File: src/rtl/spi_master_if.sv
// rtl/spi_master_if.sv - system handshake and SPI pins of spi_master
interface spi_master_if #(
  parameter int DATA_WIDTH = 8
) ();
  logic                  start;
  logic [DATA_WIDTH-1:0] masterDataToSend;
  logic [DATA_WIDTH-1:0] masterDataReceived;
  logic                  busy;
  logic                  done;
  logic                  sclk;
  logic                  CS;
  logic                  MOSI;
  logic                  MISO;

  modport master (
    input  start, masterDataToSend, MISO,
    output masterDataReceived, busy, done, sclk, CS, MOSI
  );

  modport slave (
    output start, masterDataToSend, MISO,
    input  masterDataReceived, busy, done, sclk, CS, MOSI
  );
endinterface

File: src/rtl/spi_master.sv
// rtl/spi_master.sv - mode-0 SPI master, one word per start strobe
// SPI_MASTER_LOOPBACK_EN: rx samples internal MOSI instead of the MISO pin
module spi_master #(
  parameter int DATA_WIDTH = 8,
  parameter int CLK_DIV    = 2
) (
  input logic          clk,
  input logic          reset,
  spi_master_if.master bus
);
  localparam int DIV_W = (CLK_DIV > 1) ? $clog2(CLK_DIV) : 1;
  localparam int CNT_W = $clog2(DATA_WIDTH + 1);
  localparam logic [DIV_W-1:0] DIV_LAST = DIV_W'(CLK_DIV - 1);
  localparam logic [CNT_W-1:0] BITS     = CNT_W'(DATA_WIDTH);
  localparam logic [CNT_W-1:0] LAST_BIT = CNT_W'(DATA_WIDTH - 1);

  typedef enum logic [2:0] {IDLE, SETUP, XFER_HI, XFER_LO, HOLD, GAP} state_t;

  state_t                state_q, state_d;
  logic [DIV_W-1:0]      div_q, div_d;
  logic [CNT_W-1:0]      bit_q, bit_d;
  logic [DATA_WIDTH-1:0] tx_q, tx_d;
  logic [DATA_WIDTH-1:0] rx_q, rx_d;
  logic [DATA_WIDTH-1:0] rdata_q, rdata_d;
  logic                  sclk_q, sclk_d;
  logic                  cs_q, cs_d;
  logic                  mosi_q, mosi_d;
  logic                  busy_q, busy_d;
  logic                  done_q, done_d;
  logic                  rx_bit;
  logic                  div_last;
  logic [DATA_WIDTH-1:0] rx_shift;

`ifdef SPI_MASTER_LOOPBACK_EN
  logic unused_miso;
  assign unused_miso = bus.MISO;
  assign rx_bit      = mosi_q;
`else
  assign rx_bit      = bus.MISO;
`endif

  assign div_last = (div_q == DIV_LAST);
  assign rx_shift = {rx_q[DATA_WIDTH-2:0], rx_bit};

  always_comb begin
    state_d = state_q;
    div_d   = (state_q == IDLE || div_last) ? '0 : div_q + 1'b1;
    bit_d   = bit_q;
    tx_d    = tx_q;
    rx_d    = rx_q;
    rdata_d = rdata_q;
    sclk_d  = sclk_q;
    cs_d    = cs_q;
    mosi_d  = mosi_q;
    busy_d  = busy_q;
    done_d  = 1'b0;
    case (state_q)
      IDLE: begin
        if (bus.start) begin
          tx_d    = bus.masterDataToSend;
          mosi_d  = bus.masterDataToSend[DATA_WIDTH-1];
          cs_d    = 1'b0;
          busy_d  = 1'b1;
          bit_d   = '0;
          state_d = SETUP;
        end
      end
      SETUP: begin
        if (div_last) begin
          sclk_d  = 1'b1;
          rx_d    = rx_shift;
          state_d = XFER_HI;
        end
      end
      XFER_HI: begin
        if (div_last) begin
          sclk_d  = 1'b0;
          bit_d   = bit_q + 1'b1;
          state_d = XFER_LO;
          // The last bit stays on MOSI through the trailing low half-period.
          if (bit_q != LAST_BIT) begin
            tx_d   = tx_q << 1;
            mosi_d = tx_q[DATA_WIDTH-2];
          end
        end
      end
      XFER_LO: begin
        if (div_last) begin
          if (bit_q == BITS) begin
            state_d = HOLD;
          end else begin
            sclk_d  = 1'b1;
            rx_d    = rx_shift;
            state_d = XFER_HI;
          end
        end
      end
      HOLD: begin
        if (div_last) begin
          cs_d    = 1'b1;
          mosi_d  = 1'b0;
          rdata_d = rx_q;
          done_d  = 1'b1;
          state_d = GAP;
        end
      end
      GAP: begin
        if (div_last) begin
          busy_d  = 1'b0;
          state_d = IDLE;
        end
      end
      default: state_d = IDLE;
    endcase
  end

  always_ff @(posedge clk or negedge reset) begin
    if (!reset) begin
      state_q <= IDLE;
      div_q   <= '0;
      bit_q   <= '0;
      tx_q    <= '0;
      rx_q    <= '0;
      rdata_q <= '0;
      sclk_q  <= 1'b0;
      cs_q    <= 1'b1;
      mosi_q  <= 1'b0;
      busy_q  <= 1'b0;
      done_q  <= 1'b0;
    end else begin
      state_q <= state_d;
      div_q   <= div_d;
      bit_q   <= bit_d;
      tx_q    <= tx_d;
      rx_q    <= rx_d;
      rdata_q <= rdata_d;
      sclk_q  <= sclk_d;
      cs_q    <= cs_d;
      mosi_q  <= mosi_d;
      busy_q  <= busy_d;
      done_q  <= done_d;
    end
  end

  assign bus.masterDataReceived = rdata_q;
  assign bus.busy               = busy_q;
  assign bus.done               = done_q;
  assign bus.sclk               = sclk_q;
  assign bus.CS                 = cs_q;
  assign bus.MOSI               = mosi_q;
endmodule
File: src/flat_wrapper.sv
// flat-port wrapper written by rule: the top's interface ports become plain ports
module spi_master_flat 
#(
  parameter int DATA_WIDTH = 8,
  parameter int CLK_DIV    = 2
)
  (clk, reset, bus_start, bus_masterDataToSend, bus_MISO, bus_masterDataReceived, bus_busy, bus_done, bus_sclk, bus_CS, bus_MOSI);
  spi_master_if #(.DATA_WIDTH(DATA_WIDTH)) bus_i ();
  input logic clk;
  input logic reset;
  input wire logic [$bits(bus_i.start)-1:0] bus_start;
  input wire logic [$bits(bus_i.masterDataToSend)-1:0] bus_masterDataToSend;
  input wire logic [$bits(bus_i.MISO)-1:0] bus_MISO;
  output wire logic [$bits(bus_i.masterDataReceived)-1:0] bus_masterDataReceived;
  output wire logic [$bits(bus_i.busy)-1:0] bus_busy;
  output wire logic [$bits(bus_i.done)-1:0] bus_done;
  output wire logic [$bits(bus_i.sclk)-1:0] bus_sclk;
  output wire logic [$bits(bus_i.CS)-1:0] bus_CS;
  output wire logic [$bits(bus_i.MOSI)-1:0] bus_MOSI;
  assign bus_i.start = bus_start;
  assign bus_i.masterDataToSend = bus_masterDataToSend;
  assign bus_i.MISO = bus_MISO;
  assign bus_masterDataReceived = bus_i.masterDataReceived;
  assign bus_busy = bus_i.busy;
  assign bus_done = bus_i.done;
  assign bus_sclk = bus_i.sclk;
  assign bus_CS = bus_i.CS;
  assign bus_MOSI = bus_i.MOSI;
  spi_master #(.DATA_WIDTH(DATA_WIDTH), .CLK_DIV(CLK_DIV)) u_core (.clk(clk), .reset(reset), .bus(bus_i));
endmodule
File: config.mk
export PLATFORM = sky130hd
export DESIGN_NAME = spi_master_flat
export DESIGN_NICKNAME = d
export VERILOG_FILES = /design/src/rtl/spi_master_if.sv /design/src/rtl/spi_master.sv /design/src/flat_wrapper.sv
export SDC_FILE = /design/constraint.sdc
export NUM_CORES = 1
export LEC_CHECK = 0
export BUFFER_PORTS_ARGS = -buffer_cell sky130_fd_sc_hd__buf_4
export CAP_MARGIN = 20
export CORE_AREA = 3 3 86 88
export CTS_CLUSTER_DIAMETER = 80
export CTS_CLUSTER_SIZE = 24
export DETAILED_ROUTE_END_ITERATION = 8
export DIE_AREA = 0 0 89 91
export PLACE_DENSITY = 0.37
export SYNTH_ARGS = -nofsm -noshare
export SYNTH_HDL_FRONTEND = slang
export SYNTH_SLANG_ARGS = --single-unit
File: constraint.sdc
create_clock -name clk -period 3.5 [get_ports clk]
set_input_delay 0.175 -clock clk [delete_from_list [all_inputs] [get_ports clk]]
set_output_delay 0.175 -clock clk [all_outputs]
set_load 0.01 [all_outputs]
==> results of run 1 <==
state kept, by name, summed over array words and instances, names as in the netlist:
signal                         cells
u_core.bit_q                       4
u_core.bus.CS                      1
u_core.bus.MOSI                    1
u_core.bus.busy                    1
u_core.bus.done                    1
u_core.bus.masterDataReceived      8
u_core.bus.sclk                    1
u_core.div_last                    1
u_core.rx_q                        8
u_core.state_q                     3
u_core.tx_q                        7
logic make-up after synthesis:
group	Yosys count	share of synthesized area
compound gates	29	0.1071
xor+xnor	1	0.005316
fa+ha+maj	2	0.01518
buf+inv	12	0.03721
flops	36	0.5475
mux	24	0.1587
simple gates	37	0.1291
stage by stage:
stage | std cells | hold WS, ps | utilization
2_1_floorplan | 141 | -120.6 | -
3_3_place_gp | 238 | 162.0 | 0.2806
3_5_place_dp | 238 | 166.0 | 0.2806
4_1_cts | 247 | 86.04 | 0.2965
5_1_grt | 247 | 101.6 | 0.2965
6_report | 247 | 98.21 | 0.2965
synth_stat cells (all sizes together):
master,count
inv,5
mux2,17
a21o,1
and3b,1
o21bai,1
nor3,4
o21ai,17
clkbuf,1
dfrtp,35
a211oi,1
a31oi,1
xnor2,1
a32o,1
nand4b,2
and4b,1
or3b,1
nor2b,2
dfstp,1
nand3,3
ha,2
buf,6
and2,1
nand2,13
a211o,1
mux2i,7
a22oi,1
nor2,7
or2,1
and3,1
a21oi,5
final cells by class:
cell class,count,area (um2)
fillers,692,4727
clock inverters,2,13.76
well taps,80,100.1
clock buffers,6,82.58
multi-input cells,93,684.4
inverters,5,18.77
flip-flops and latches,36,902.1
repair buffers,25,190.2
worst max path at each step:
| stage | to | slack [ps] | cells past startpoint |
|---|---|---|---|
| 2_1_floorplan | u_core.rx_q[0]$_DFFE_PN0P_ | 1960 | 6 |
| 3_3_place_gp | u_core.rx_q[5]$_DFFE_PN0P_ | 1750 | 6 |
| 3_5_place_dp | u_core.rx_q[2]$_DFFE_PN0P_ | 1740 | 6 |
| 4_1_cts | u_core.rx_q[2]$_DFFE_PN0P_ | 1700 | 6 |
| 5_1_grt | u_core.rx_q[2]$_DFFE_PN0P_ | 1600 | 6 |
| 6_report | u_core.rx_q[2]$_DFFE_PN0P_ | 1740 | 6 |
power by group:
| part | switching [mW] | internal (mW) | leakage [nW] |
|---|---|---|---|
| Sequential | 0.142 | 0.565 | 0.453 |
| Clock | 0.154 | 0.161 | 0.0516 |
| Combinational | 0.272 | 0.273 | 0.421 |
| Total | 0.568 | 0.999 | 0.925 |
per-layer routing:
layer	track usage	part of all wire
met5	0	0
met4	0.02978	0.0074
met3	0.02995	0.039
met2	0.1454	0.52
met1	0.1094	0.43
what timing repair did:
item                                   CTS  global route
endpoints found under the hold margin   35             0
gates resized for setup                  0             0
hold buffers                             1             0
==> results.json, run 1 <==
{
  "status": "complete, no violations",
  "yosysTopAreaCellShare": 0.5315,
  "gp_congestion": 0.7541,
  "ys_warn_count": 0,
  "worst-path-buf-inv": 1,
  "rsz0062_at_grt": "no",
  "max_freq_ghz": 0.5676,
  "slew_viol_final": 0,
  "grt_antenna_before_repair": 0,
  "min_path_cells": 2,
  "wirelength_um": 3376,
  "reg2reg_to": "u_core.rx_q[2]$_DFFE_PN0P_",
  "relSlewSlack": 0.6623,
  "stdcell_area_um2": 1992,
  "cts_tree": "done",
  "postSynthCellCount": 141,
  "pre_cts_slack_ps": 1742,
  "htree_levels": 2,
  "r2r_cells": 6,
  "worstSetupPathType": "flip-flop to flip-flop",
  "critPathSlowestCell": "dfrtp_1",
  "final.period_utilization": 0.5034,
  "cp_top_family": "simple AND/OR/NAND/NOR gates",
  "nets": 180,
  "final_common_cell": "dfrtp_1",
  "power_density_nw_per_um2": 786.3,
  "start_util": 0.2453,
  "cap_violations": 0,
  "rows": 30,
  "dpl_cell_area_um2": 1886,
  "irDropWorstVdd_mv": 0.2088,
  "crit_path_max_incr_delay_ps": 380,
  "cts_root_buf": "clkbuf_8",
  "ioPinCount": 25,
  "antennaDiodeCount": 0,
  "clk_pin_slew_ps": 80,
  "fin_tns_setup_ps": 0,
  "r2r-start": "u_core.bit_q[0]$_DFFE_PN0P_",
  "dieArea_um2": 8099,
  "rrSetupSlack_ps": 1740,
  "power_mw": 1.566,
  "worst_slew_pin_slew_ps": 505.0,
  "vias": 1096,
  "ys_ff_latch": 36,
  "syn_nets": 155,
  "synth.avg_cell_area_um2": 11.69,
  "hp-start": "bus_start",
  "grt_first_pass_wirelength_um": 5644,
  "finClkSkew_ps": 6.883,
  "insertion_delay_ps": 280,
  "hp-class": "input port to flip-flop",
  "yosys.area.top_type": "dfrtp_1",
  "grt_pass1_vias": 1171,
  "grt_usage": 0.08930,
  "dp_hpwl_um": 2334,
  "dieHeight_um": 91,
  "area_delta_synth_final_pct": 20.88,
  "first_pass_iters": 4,
  "finalHoldViolCount": 0,
  "path_cells": "inv_1, ha_1, and3b_1, a31oi_1, nand2_2, mux2_2",
  "cts_inserted_buffers": 5,
  "mostFrequentLayoutCells": "dfrtp_1, buf_4, mux2_2",
  "synth.distinct_cells": 38,
  "dieWidth_um": 89,
  "clockBufferDepth": 2,
  "fin_crit_ps": 1762,
  "via_per_inst": 4.437,
  "netlist_area_um2": 1648,
  "coreArea_um2": 6719,
  "drive_gt1_frac": 0.3413,
  "grt_start_max_net_pins": 37,
  "overflow": 0,
  "endpoint_kind": "flip-flop",
  "required_ps": 3660,
  "critPathLaunchType": "flip-flop",
  "setup_viol": 0,
  "yosys-top-cells-area": "dfrtp_1, mux2_2, mux2i_1, o21ai_0, nand2_1",
  "hold_end": "u_core.bit_q[3]$_DFFE_PN0P_",
  "cts.sink_count": 36,
  "ys_seq_area_frac": 0.5475,
  "drt_iter0_markers": 60,
  "cellLeakagePower_nw": 0.9254,
  "post_cts_buffers": 0,
  "critical_path_arrival_ps": 1930,
  "portBuffers": 24,
  "ant_nets": 0,
  "wl_per_cell_um": 13.67,
  "startpoint": "u_core.bit_q[0]$_DFFE_PN0P_",
  "crit_path_max_fanout": 9,
  "drc": 0,
  "worst_slack_ps": 1738
}
(Power assumes the default switching activity.)
==> inputs of run 2 (changes only) <==
clock period = 1.7 ns   (was 3.5 ns; I/O delays follow)
==> results.json, run 2 (synthesized netlist as in run 1, its figures left out) <==
{
  "relSlewSlack": 0.6777,
  "dieHeight_um": 91,
  "fin_tns_setup_ps": 0,
  "grt_start_max_net_pins": 37,
  "dieArea_um2": 8099,
  "ioPinCount": 25,
  "setup_viol": 0,
  "netSwitchingFraction": 0.3626,
  "post_cts_buffers": 0,
  "worst-path-buf-inv": 1,
  "grt_antenna_before_repair": 0,
  "grt_usage": 0.09711,
  "dp_hpwl_um": 2393,
  "clkPwrFrac": 0.193,
  "clk_pin_slew_ps": 80,
  "mostFrequentLayoutCells": "dfrtp_1, buf_4, mux2_2",
  "portBuffers": 24,
  "p_sw_mw": 1.222,
  "first_pass_iters": 4,
  "r2r-start": "u_core.bit_q[0]$_DFFE_PN0P_",
  "r2r_cells": 6,
  "fillers": 691,
  "drt_iter0_markers": 63,
  "nets": 189,
  "cellLeakagePower_nw": 0.9615,
  "worst_slew_pin_slew_ps": 483.4,
  "final.period_utilization": 0.9425,
  "p_int_mw": 2.149,
  "min_path_cells": 2,
  "grt_pass1_vias": 1173,
  "endpoint_kind": "flip-flop",
  "slew_viol_final": 0,
  "reg2reg_to": "u_core.rx_q[0]$_DFFE_PN0P_",
  "critPathSlowestCell": "dfrtp_1",
  "cts_root_buf": "clkbuf_8",
  "crit_path_max_incr_delay_ps": 390,
  "rrSetupSlack_ps": 100,
  "overflow": 0,
  "status": "complete, no violations",
  "cts_tree": "done",
  "gp_congestion": 0.7488,
  "wl_per_cell_um": 13.83,
  "insertion_delay_ps": 290,
  "finalHoldViolCount": 0,
  "hold_end": "u_core.rx_q[0]$_DFFE_PN0P_",
  "comb_power_share": 0.384,
  "antennaDiodeCount": 0,
  "start_util": 0.2453,
  "drive_gt1_frac": 0.3864,
  "vias": 1165,
  "rows": 30,
  "power_density_nw_per_um2": 1620,
  "clockBufferDepth": 2,
  "via_per_inst": 4.551,
  "crit_path_max_fanout": 4,
  "power_mw": 3.372,
  "hp-start": "bus_MISO",
  "grt_first_pass_wirelength_um": 5920,
  "critPathLaunchType": "flip-flop",
  "dieWidth_um": 89,
  "cts.sink_count": 36,
  "drc": 0,
  "final_core_util": 0.3097,
  "irDropWorstVdd_mv": 0.4547,
  "wirelength_um": 3540,
  "max_freq_ghz": 0.6241,
  "final_common_cell": "dfrtp_1",
  "rsz0062_at_grt": "no",
  "critical_path_arrival_ps": 1780,
  "area_delta_synth_final_pct": 26.27,
  "coreArea_um2": 6719,
  "p_seq_frac": 0.423,
  "cp_top_family": "flip-flops",
  "cts_inserted_buffers": 5,
  "ant_nets": 0,
  "htree_levels": 2,
  "cap_violations": 0,
  "required_ps": 1880,
  "finClkSkew_ps": 3.483,
  "fin_crit_ps": 1602,
  "path_cells": "inv_2, ha_1, and3b_2, a31oi_4, nand2_2, mux2_2",
  "whs_ps": 28.95,
  "hp-class": "input port to flip-flop",
  "worstSetupPathType": "flip-flop to flip-flop"
}
[run 2: metal layers]
layer	part of all wire	up-vias	GRT usage
met5	0	-	0
met4	0.016	0	0.03350
met3	0.058	5	0.04174
met2	0.47	25	0.1405
met1	0.45	571	0.1288
li1	-	564	-
[run 2: how the worst max path moves through the flow]
stage,from,to,slack [ps],cells past startpoint
2_1_floorplan,u_core.bit_q[0]$_DFFE_PN0P_,u_core.rx_q[0]$_DFFE_PN0P_,160,6
3_3_place_gp,u_core.bit_q[0]$_DFFE_PN0P_,u_core.rx_q[0]$_DFFE_PN0P_,60,6
5_1_grt,u_core.bit_q[0]$_DFFE_PN0P_,u_core.rx_q[0]$_DFFE_PN0P_,20,6
3_5_place_dp,u_core.bit_q[0]$_DFFE_PN0P_,u_core.rx_q[0]$_DFFE_PN0P_,20,6
6_report,u_core.bit_q[0]$_DFFE_PN0P_,u_core.rx_q[0]$_DFFE_PN0P_,100,6
4_1_cts,u_core.bit_q[0]$_DFFE_PN0P_,u_core.rx_q[1]$_DFFE_PN0P_,20,6
[run 2: power by group through the flow]
stage | sequential, mW | clock (mW) | combinational, mW
3_5_place_dp | 1.44 | 0 | 1.27
5_1_grt | 1.49 | 0.728 | 1.46
4_1_cts | 1.43 | 0.683 | 1.29
2_1_floorplan | 1.33 | 0 | 0.989
3_3_place_gp | 1.43 | 0 | 1.25
6_report | 1.43 | 0.649 | 1.30
[run 2: area by class of cell]
cell class                 instances  area, um2  share of cell area
clock buffer                       7      86.33             0.04149
tap                               80      100.1             0.04811
sequential                        36      903.4              0.4342
clock inverter                     1      7.507            0.003608
timing repair buffer              33      252.7              0.1215
inverter                           5      18.77            0.009020
multi-input combinational         94      711.9              0.3422
[run 2: what timing repair did]
item	in CTS	in global routing
hold buffers	2	0
cloned	0	1
setup endpoints to repair	1	9
endpoints found under the hold margin	36	0
pin swaps	0	1
resized for setup	1	5
[run 2: worst register-to-register path, cell delays in order, from the launching register on]
cell and delay (ps):
dfrtp_1 390, inv_2 60, ha_1 190, and3b_2 240, a31oi_4 210, nand2_2 120, mux2_2 290
[run 2: per-stage QoR]
| step | cell area (um2) | worst slack [ps] | cells |
|---|---|---|---|
| 5_1_grt | 2081 | 15.10 | 256 |
| 2_1_floorplan | 1648 | 160.5 | 141 |
| 4_1_cts | 2058 | 22.29 | 255 |
| 3_5_place_dp | 1938 | 20.09 | 245 |
| 3_3_place_gp | 1938 | 55.93 | 245 |
| 6_report | 2081 | 97.76 | 256 |
==> inputs of run 3 (changes only) <==
MAX_ROUTING_LAYER = met4   (was unset)
==> results.json, run 3 (synthesized netlist as in run 1, its figures left out) <==
{
  "coreArea_um2": 6719,
  "gp_congestion": 0.7584,
  "vias": 1165,
  "hold_end": "u_core.rx_q[0]$_DFFE_PN0P_",
  "rows": 30,
  "slew_viol_final": 0,
  "final_core_util": 0.3097,
  "dieArea_um2": 8099,
  "endpoint_kind": "flip-flop",
  "final_common_cell": "dfrtp_1",
  "fin_crit_ps": 1601,
  "r2r_cells": 6,
  "area_delta_synth_final_pct": 26.27,
  "min_path_cells": 2,
  "critPathSlowestCell": "dfrtp_1",
  "worst-path-buf-inv": 1,
  "critical_path_arrival_ps": 1780,
  "r2r-start": "u_core.bit_q[0]$_DFFE_PN0P_",
  "rrSetupSlack_ps": 100,
  "htree_levels": 2,
  "rsz0062_at_grt": "no",
  "required_ps": 1880,
  "drt_iter0_markers": 47,
  "post_cts_buffers": 0,
  "grt_usage": 0.09955,
  "cts_tree": "done",
  "critPathLaunchType": "flip-flop",
  "final.period_utilization": 0.9416,
  "start_util": 0.2453,
  "cts_inserted_buffers": 5,
  "power_density_nw_per_um2": 1621,
  "finalHoldViolCount": 0,
  "clk_pin_slew_ps": 80,
  "antennaDiodeCount": 0,
  "mostFrequentLayoutCells": "dfrtp_1, buf_4, mux2_2",
  "crit_path_max_incr_delay_ps": 390,
  "dieWidth_um": 89,
  "nets": 189,
  "whs_ps": 27.99,
  "overflow": 0,
  "finClkSkew_ps": 3.334,
  "dieHeight_um": 91,
  "instances_no_fill": 256,
  "portBuffers": 24,
  "path_cells": "inv_2, ha_1, and3b_2, a31oi_4, nand2_2, mux2_2",
  "wl_per_cell_um": 13.81,
  "dp_cells": 245,
  "status": "complete, no violations",
  "grt_first_pass_wirelength_um": 5934,
  "ioPinCount": 25,
  "ant_nets": 0,
  "grt_pass1_vias": 1175,
  "hp-start": "bus_MISO",
  "drive_gt1_frac": 0.3864,
  "fin_tns_setup_ps": 0,
  "relSlewSlack": 0.6745,
  "hp-class": "input port to flip-flop",
  "drc": 0,
  "wirelength_um": 3536,
  "cts.sink_count": 36,
  "cap_violations": 0,
  "grt_start_max_net_pins": 37,
  "dp_hpwl_um": 2393,
  "worstSetupPathType": "flip-flop to flip-flop",
  "clockBufferDepth": 2,
  "irDropWorstVdd_mv": 0.4555,
  "cts_root_buf": "clkbuf_8",
  "insertion_delay_ps": 290,
  "reg2reg_to": "u_core.rx_q[0]$_DFFE_PN0P_",
  "cellLeakagePower_nw": 0.9615,
  "grt_antenna_before_repair": 0,
  "worst_slew_pin_slew_ps": 488.3,
  "setup_viol": 0,
  "max_freq_ghz": 0.6247,
  "first_pass_iters": 4,
  "cp_top_family": "flip-flops",
  "via_per_inst": 4.551,
  "crit_path_max_fanout": 4
}
-- run 3: how the worst max path moves through the flow --
stage,cells past startpoint,from,to,slack (ps)
after global placement,6,u_core.bit_q[0]$_DFFE_PN0P_,u_core.rx_q[0]$_DFFE_PN0P_,60
after floorplan,6,u_core.bit_q[0]$_DFFE_PN0P_,u_core.rx_q[0]$_DFFE_PN0P_,160
final,6,u_core.bit_q[0]$_DFFE_PN0P_,u_core.rx_q[0]$_DFFE_PN0P_,100
after detailed placement,6,u_core.bit_q[0]$_DFFE_PN0P_,u_core.rx_q[0]$_DFFE_PN0P_,20
after CTS,6,u_core.bit_q[0]$_DFFE_PN0P_,u_core.rx_q[1]$_DFFE_PN0P_,20
after global routing,6,u_core.bit_q[0]$_DFFE_PN0P_,u_core.rx_q[0]$_DFFE_PN0P_,20
-- run 3: cell type report --
class	instances	area, um2
clock inverter	1	7.507
multi-input combinational	94	711.9
sequential	36	903.4
tap	80	100.1
timing repair buffer	33	252.7
inverter	5	18.77
fill	691	4638
clock buffer	7	86.33
-- run 3: report_power, final --
part	total (mW)	switching, mW	internal (mW)
clock	0.651	0.322	0.330
sequential	1.43	0.259	1.17
combinational	1.30	0.643	0.653
-- run 3: per-stage QoR --
step	instance area [um2]	setup WS, ps	total power [mW]
2_1_floorplan	1648	160.5	2.320
3_3_place_gp	1938	55.93	2.679
3_5_place_dp	1938	20.09	2.707
4_1_cts	2058	22.29	3.397
5_1_grt	2081	15.10	3.678
6_report	2081	99.25	3.373
-- run 3: metal layers --
layer,up-vias,part of all wire,global-route usage
met5,-,0,-
met4,0,0.016,0.03350
met3,5,0.058,0.04174
met2,25,0.47,0.1392
met1,572,0.46,0.1294
li1,563,-,-
-- run 3: what timing repair did --
item,in CTS,in global routing
endpoints found under the hold margin,36,0
hold buffers,2,0
cloned,0,1
gates resized for setup,1,5
pin swaps,0,1
endpoints found under the setup margin,1,9
